==> config.mk <==
export PLATFORM = sky130hd
export DESIGN_NAME = sprite_engine
export DESIGN_NICKNAME = d
export VERILOG_FILES = /design/src/rtl/sprite_engine.sv
export SDC_FILE = /design/constraint.sdc
export NUM_CORES = 1
export LEC_CHECK = 0
export BUFFER_PORTS_ARGS = -buffer_cell sky130_fd_sc_hd__buf_4
export CAP_MARGIN = 40
export CELL_PAD_IN_SITES_DETAIL_PLACEMENT = 2
export CELL_PAD_IN_SITES_GLOBAL_PLACEMENT = 2
export CORE_MARGIN = 8
export CORE_UTILIZATION = 36
export CTS_CLUSTER_DIAMETER = 50
export CTS_CLUSTER_SIZE = 25
export DETAILED_ROUTE_END_ITERATION = 8
export GPL_TIMING_DRIVEN = 0
export HOLD_SLACK_MARGIN = 0.03
export PLACE_DENSITY = 0.87
export SLEW_MARGIN = 0
export SYNTH_ARGS = -nofsm -noshare
export SYNTH_HDL_FRONTEND = slang
export SYNTH_SLANG_ARGS = --single-unit
==> constraint.sdc <==
create_clock -name clk -period 6.7 [get_ports clk]
set_input_delay 1.005 -clock clk [delete_from_list [all_inputs] [get_ports clk]]
set_output_delay 1.005 -clock clk [all_outputs]
set_load 0.01 [all_outputs]
==> src/rtl/sprite_engine.sv <==
// -----------------------------------------------------------------------------
// sprite_engine
//   Draws one animated sprite at a runtime position over the VGA raster.
//   Texels are read from an external single-port sprite ROM. Texels equal to
//   the colour key are not drawn. Position, visibility and the animation frame
//   change only at the frame latch point (h_cnt==0, v_cnt==V_ACTIVE), so a
//   moving sprite never tears. The ROM read latency is absorbed by a valid
//   pipeline, so pixel/sprite_on appear ROM_LAT+2 pix_en ticks after the
//   h_cnt/v_cnt that produced them.
//
// Optional feature macro: BLINK_EN
//   When defined, the sprite blinks: BLINK_FRAMES frames visible, then
//   BLINK_FRAMES frames hidden. Any frame with show_l low restarts the blink
//   in the visible phase.
//
// Ports
//   clk        in   1       system clock
//   rst        in   1       synchronous reset, active-high
//   pix_en     in   1       pixel-rate tick; all state advances only when high
//   h_cnt      in   10      VGA horizontal count
//   v_cnt      in   10      VGA vertical count
//   x_in       in   10      sprite top-left x (taken at frame latch)
//   y_in       in   10      sprite top-left y (taken at frame latch)
//   show       in   1       sprite visible request (taken at frame latch)
//   anim_en    in   1       1 = advance animation, 0 = freeze current frame
//   rom_addr   out  ADDR_W  registered ROM address
//   rom_data   in   12      ROM texel, valid ROM_LAT ticks after rom_addr
//   pixel      out  12      RGB444 colour, 0 when sprite_on is low
//   sprite_on  out  1       1 = pixel is an opaque sprite texel
// -----------------------------------------------------------------------------
module sprite_engine #(
  parameter int          WIDTH       = 49,
  parameter int          HEIGHT      = 46,
  parameter int          FRAMES      = 1,
  parameter int          FRAME_HOLD  = 8,
  parameter int          ROM_LAT     = 1,
  parameter int          ADDR_W      = 17,
  parameter logic [11:0] TRANSPARENT = 12'h0F0,
  parameter int          V_ACTIVE    = 480
`ifdef BLINK_EN
  ,
  parameter int          BLINK_FRAMES = 30
`endif
) (
  input  logic              clk,
  input  logic              rst,
  input  logic              pix_en,
  input  logic [9:0]        h_cnt,
  input  logic [9:0]        v_cnt,
  input  logic [9:0]        x_in,
  input  logic [9:0]        y_in,
  input  logic              show,
  input  logic              anim_en,
  output logic [ADDR_W-1:0] rom_addr,
  input  logic [11:0]       rom_data,
  output logic [11:0]       pixel,
  output logic              sprite_on
);

  localparam logic [10:0]       WIDTH_L    = 11'(WIDTH);
  localparam logic [10:0]       HEIGHT_L   = 11'(HEIGHT);
  localparam logic [ADDR_W-1:0] FRAME_SIZE = ADDR_W'(WIDTH * HEIGHT);
  localparam logic [ADDR_W-1:0] WIDTH_A    = ADDR_W'(WIDTH);
  localparam logic [7:0]        HOLD_LAST  = 8'(FRAME_HOLD - 1);
  localparam logic [3:0]        FRAME_LAST = 4'(FRAMES - 1);
  localparam logic [9:0]        V_LATCH    = 10'(V_ACTIVE);

  // Frame-latched state
  logic [9:0]        x_l_r;
  logic [9:0]        y_l_r;
  logic              show_l_r;
  logic [3:0]        frame_idx_r;
  logic [7:0]        hold_cnt_r;

  // Stage-0 combinational signals
  logic              latch_s;
  logic              blink_ok_s;
  logic              in_box_s;
  logic [9:0]        dx_s;
  logic [9:0]        dy_s;
  logic [ADDR_W-1:0] addr_s;
  logic              opaque_s;

  // in_box travels alongside the ROM read; bit ROM_LAT lines up with rom_data
  logic [ROM_LAT:0]  vld_r;

  assign latch_s = pix_en && (h_cnt == 10'd0) && (v_cnt == V_LATCH);

`ifdef BLINK_EN
  localparam logic [15:0] BLINK_LAST = 16'(BLINK_FRAMES - 1);

  logic [15:0] blink_cnt_r;
  logic        blink_ph_r;

  // Blink phase: counts latch events, toggles visibility every BLINK_FRAMES
  // frames; restarts visible whenever the sprite is not shown.
  always_ff @(posedge clk) begin
    if (rst || !show_l_r) begin
      blink_cnt_r <= 16'd0;
      blink_ph_r  <= 1'b1;
    end else if (latch_s) begin
      if (blink_cnt_r == BLINK_LAST) begin
        blink_cnt_r <= 16'd0;
        blink_ph_r  <= ~blink_ph_r;
      end else begin
        blink_cnt_r <= blink_cnt_r + 16'd1;
      end
    end
  end

  assign blink_ok_s = blink_ph_r;
`else
  assign blink_ok_s = 1'b1;
`endif

  // Frame latch: position/visibility snapshot and animation frame stepping
  always_ff @(posedge clk) begin
    if (rst) begin
      x_l_r       <= 10'd0;
      y_l_r       <= 10'd0;
      show_l_r    <= 1'b0;
      frame_idx_r <= 4'd0;
      hold_cnt_r  <= 8'd0;
    end else if (latch_s) begin
      x_l_r    <= x_in;
      y_l_r    <= y_in;
      show_l_r <= show;
      if (anim_en) begin
        if (hold_cnt_r == HOLD_LAST) begin
          hold_cnt_r  <= 8'd0;
          frame_idx_r <= (frame_idx_r == FRAME_LAST) ? 4'd0 : frame_idx_r + 4'd1;
        end else begin
          hold_cnt_r <= hold_cnt_r + 8'd1;
        end
      end
    end
  end

  // Stage 0: hit test in 11 bits so a box running past the screen edge is
  // clipped by the counters instead of wrapping; ROM address from offsets.
  always_comb begin
    in_box_s = show_l_r && blink_ok_s
               && ({1'b0, h_cnt} >= {1'b0, x_l_r})
               && ({1'b0, h_cnt} <  ({1'b0, x_l_r} + WIDTH_L))
               && ({1'b0, v_cnt} >= {1'b0, y_l_r})
               && ({1'b0, v_cnt} <  ({1'b0, y_l_r} + HEIGHT_L));
    dx_s     = h_cnt - x_l_r;
    dy_s     = v_cnt - y_l_r;
    addr_s   = (ADDR_W'(frame_idx_r) * FRAME_SIZE)
               + (ADDR_W'(dy_s) * WIDTH_A)
               + ADDR_W'(dx_s);
  end

  // Address register and hit-valid pipeline; the address holds outside the box
  always_ff @(posedge clk) begin
    if (rst) begin
      rom_addr <= '0;
      vld_r    <= '0;
    end else if (pix_en) begin
      if (in_box_s) begin
        rom_addr <= addr_s;
      end
      vld_r <= {vld_r[ROM_LAT-1:0], in_box_s};
    end
  end

  assign opaque_s = vld_r[ROM_LAT] && (rom_data != TRANSPARENT);

  // Output register: colour-keyed texel, black when not drawing
  always_ff @(posedge clk) begin
    if (rst) begin
      sprite_on <= 1'b0;
      pixel     <= 12'h000;
    end else if (pix_en) begin
      sprite_on <= opaque_s;
      pixel     <= opaque_s ? rom_data : 12'h000;
    end
  end

endmodule
# Word-level counts from Yosys, hierarchy flattened
# Cells that the tools add are included.
[word_totals]
reg_bits = 65
out_inout_bits = 30
elab_cells = 41
[op_classes]
addsub = 8
multipliers = 2
magnitude_cmp = 4
n_eq_ne = 3
mux = 3
n_reduce_logical = 12
[op_table]
columns = ["operator", "n"]
rows = [
  ["$add 10x6->11 const B", 2],
  ["$lt 10x11->1", 2],
  ["$ge 10x10->1", 2],
  ["$sub 10x10->10", 2],
  ["$add 16x16->17", 1],
  ["$add 17x10->17", 1],
  ["$mul 10x6->16 const B", 1],
  ["$mul 4x11->15 const B", 1],
  ["$mux 12", 1],
  ["$ne 12x8->1 const B", 1],
  ["$eq 10x9->1 const B", 1],
  ["$logic_not 10->1", 1],
  ["$add 8x1->8 const B", 1],
  ["$eq 8x3->1 const B", 1],
  ["$mux 8", 1],
  ["$logic_and 1x1->1", 7],
  ["$add 4x1->4 const B", 1],
  ["$logic_not 4->1", 1],
  ["$mux 4", 1],
  ["$reduce_and 2->1", 2],
  ["$reduce_and 3->1", 1],
]

# Longest topological paths before layout
[logic_depth]
ltp_word = 6
mapped_depth = 25
mapped_depth_nobuf = 25

# Worst setup path before layout
# No wires, ideal clock.
[synth_path]
kind = "input to register"
start = "input v_cnt[0]"
end = "register rom_addr[11]"
setup_time_ns = 0.116
arrival_ns = 5.735
setup_slack_ns = 0.848
cell_stages = 23
n_path_buf = 0
cell_sequence = "inv_1 ha_1 inv_1 fa_1 a211oi_1 o21bai_1 a21oi_1 o21bai_1 a21oi_1 xnor2_1 inv_1 fa_1 inv_1 fa_1 inv_1 fa_1 inv_1 ha_1 nor4_1 o21ai_0 a31o_2 a211o_1 a41o_1"
[synth_via]
elab_chain_len = 4
elab_cells_between_ends = 9
[synth_lines]
columns = ["item", "line", "source"]
rows = [
  ["start, declared", "49", "input logic [9:0] v_cnt,"],
  ["$sub 10x10->10 / $ge 10x10->1 (equally long branches)", "148, 145", ""],
  ["$mul 10x6->16 / $logic_and 1x1->1 (equally long branches)", "150, 145", ""],
  ["$add 16x16->17 / $logic_and 1x1->1 (equally long branches)", "150, 146", ""],
  ["$add 17x10->17 / $reduce_and 2->1 (equally long branches)", "n/a", ""],
  ["end signal, assigned", "161", "rom_addr <= addr_s;"],
  ["end, declared", "54", "output logic [ADDR_W-1:0] rom_addr,"],
]
# Parallel ways exist; a longest one is shown, timed or not.
# A chain may end at the register's enable or synchronous reset.

# Worst setup path in the final report
[layout_path]
start = "input v_cnt[0]"
end = "register rom_addr[14]"
# The elaborated chain is that of the path after synthesis.

==> impl_metrics.tcl <==
set metrics [dict create \
    antenna_left 0 \
    start_util_pct 36.3 \
    grt_pass1_vias 7350 \
    avgViaCountPerCell 5.66 \
    grt_max_degree 14 \
    period_share_pct 96.5 \
    portBuffers 86 \
    clock_sinks 65 \
    nets 1061 \
    syn-num-nets 964 \
    finalClockSkew_ps 5.58 \
    synthArstFlopShare_pct 0 \
    num_antenna_cells 0 \
    setup_tns_ps 0 \
    min_period_ps 6470 \
    wl_per_cell_microns 24.0 \
    min_to "hold_cnt_r[1]" \
    arrival_ps 6750 \
    htree_levels 3 \
    yosys.cell_types.count 53 \
    max-cap-violations 0 \
    chipWidth_microns 150 \
    die-area_sq_um 22400 \
    synthTopCellsByArea "ha_1, dfxtp_1, fa_1" \
    die_h_microns 150 \
    avgSynthCellArea_sq_um 8.41 \
    ys_seq_area_share_pct 20.2 \
    hpwl_mm 18.2 \
    num_io_pins 87 \
    drt_pass1_iterations 4 \
    core_area_sq_um 17800 \
    worstRegToRegCells 23 \
    synth_top_cell_by_area "ha_1" \
    drt_iter0_drc 218 \
    cp_max_fo 4 \
    yosys_most_used_dff "dfxtp_1" \
    overflow 0 \
    synthCells 767 \
    r2r-end "rom_addr[14]" \
    cts-root-buf "clkbuf_16" \
    grt_usage_pct 23.7 \
    crit_slowest_cell "fa_1" \
    fmax_mhz 155 \
    synth_edf_count 0 \
    min_from "hold_cnt_r[1]" \
    vias 6215 \
    grt_pass1_wl_mm 40.8 \
    hold_slack_ps 479 \
    critPathMostFrequentCell "inv_1" \
    path_class "input port to register" \
    slew_viol_final 0 \
    hold_violations 0 \
    power_density_nw_per_um2 220 \
    hold_class "register to register" \
    start_kind "input port" \
    p_sw_mw 0.711 \
    cts_buffers 9 \
    cts_tree "built" \
    end_kind "register" \
    leakage_nw 3.53 \
    reg2reg_setup_slack_ps 390 \
    ctsHoldBuffers 0 \
    synth.cell_area_sq_um 6450 \
    min_path_cells 2 \
    swShare_pct 41.6 \
    gp_congestion 0.804 \
    p_clk_share_pct 29.8 \
    synth_top_area_share_pct 21.3 \
    critPathMaxStageDelay_ps 560 \
    outcome "finished clean" \
    syn2layout_area_growth_pct 20.2 \
    antenna_found_initial 0 \
    clk_pin_slew_ps 60 \
    cts_buffer_depth 2 \
    relSlewSlack_pct 38.7 \
    insertion_delay_ps 360 \
    yosysWarnings 0 \
    r2r_start "frame_idx_r[1]" \
    combPwrFrac_pct 47.6 \
    wirelength_mm 26.3 \
    synth_seq_cells 65 \
    worst_pin_slew_ps 916 \
    drive_gt1_share_pct 14.5 \
    cp_data_required_time_ps 6980 \
    setup_violations 0 \
    rows 49 \
    p_int_mw 0.998 \
    ir_drop_mv 0.136 \
    seq_power_share_pct 22.6 \
    drc_errors 0 \
    synth_most_common_cell "inv_1" \
    ys_top_cells_by_count "inv_1, ha_1, nor2_1" \
]
area by class of cell:
cell class / instances / area (sq um)
buffer: 15 / 61.3
clock buffer: 9 / 225
clock inverter: 7 / 77.6
fill: 2007 / 10000
inverter: 117 / 439
multi-input combinational: 570 / 4710
sequential: 65 / 1300
tap: 229 / 287
timing repair buffer: 86 / 646
kinds of logic (layout without fill, tap and decap cells):
logic type,count (synthesis),after routing,synth area share [%]
AND/OR/NAND/NOR,187,187,14.5
AO/OA/AOI/OAI,170,170,16.5
adder cells (fa/ha/maj),140,140,30.7
buffers and inverters,132,234,7.76
flip-flops,65,65,20.2
XOR/XNOR,49,49,6.66
multiplexers,24,24,3.73
stage by stage:
stage | power [mW] | cell area (sq um) | util, % | setup WS [ps] | instances
6_report | 1.71 | 7750 | 43.6 | 235 | 1098
5_1_grt | 1.81 | 7750 | 43.6 | -98.2 | 1098
4_1_cts | 1.69 | 7680 | 43.2 | 21.7 | 1098
3_5_place_dp | 1.13 | 7380 | 41.5 | -192 | 1082
3_3_place_gp | 1.09 | 7380 | 41.5 | 66.4 | 1082
2_1_floorplan | 0.916 | 6450 | - | 848 | 767
routing by layer:
metal | GRT usage (%) | vias to the layer above | wire (microns) | part of all wire [%]
met3 | 4.72 | 78 | 1410 | 5.4
met2 | 43.5 | 198 | 13800 | 52
li1 | - | 2841 | - | -
met4 | 12.2 | 0 | 1180 | 4.5
met5 | 0 | - | 0 | 0
met1 | 25.3 | 3098 | 9930 | 38
worst max-delay path by stage:
stage / startpoint / end / slack, ps / cells after the start
finish: v_cnt[0] / rom_addr[14] / 230 / 26
global route: v_cnt[0] / rom_addr[14] / -100 / 26
CTS: v_cnt[0] / rom_addr[16] / 20 / 24
detailed placement: v_cnt[0] / rom_addr[13] / -190 / 26
global placement: v_cnt[0] / rom_addr[16] / 70 / 24
floorplan: v_cnt[0] / rom_addr[11] / 850 / 23
flip-flops by register name, indices dropped and copies added (netlist names):
name / cells
y_l_r: 10
x_l_r: 10
vld_r: 2
sprite_on: 1
show_l_r: 1
rom_addr: 17
hold_cnt_r: 8
frame_idx_r: 4
pixel: 12
repair_timing:
action	CTS	global route
pin swaps	0	2
gates cloned	0	0
buffers inserted	0	0
setup endpoints to repair	1	6
gates resized for setup	1	14
worst max-delay path, delay by kind of cell:
kind,cells,cell delay [ps]
buf+inv,7,610
fa+ha+maj,6,2660
compound gates,10,1880
xor+xnor,2,460
simple gates,1,120
power by group through the flow:
stage               logic [mW]  clock network, mW  registers (mW)
global route             0.897              0.528           0.386
global placement         0.690                  0           0.395
floorplan                0.521                  0           0.395
detailed placement       0.739                  0           0.395
finish                   0.813              0.509           0.386
CTS                      0.789              0.516           0.386
layout by cell type, fill, tap and decap left out, types with 10 or more instances in the layout:
master and n:
dfxtp_1 64, nand3_1 25, fa_1 30, ha_1 110, clkbuf_1 11, mux2i_1 24, xnor2_1 36, nand2_1 30
xor2_1 11, nor2b_1 11, a21oi_1 53, buf_4 86, inv_1 117, nor3_1 10, a21o_1 10, a22oi_1 14
o21ai_0 36, nor2_1 66
No activity file was read; power rests on OpenSTA's default activity.
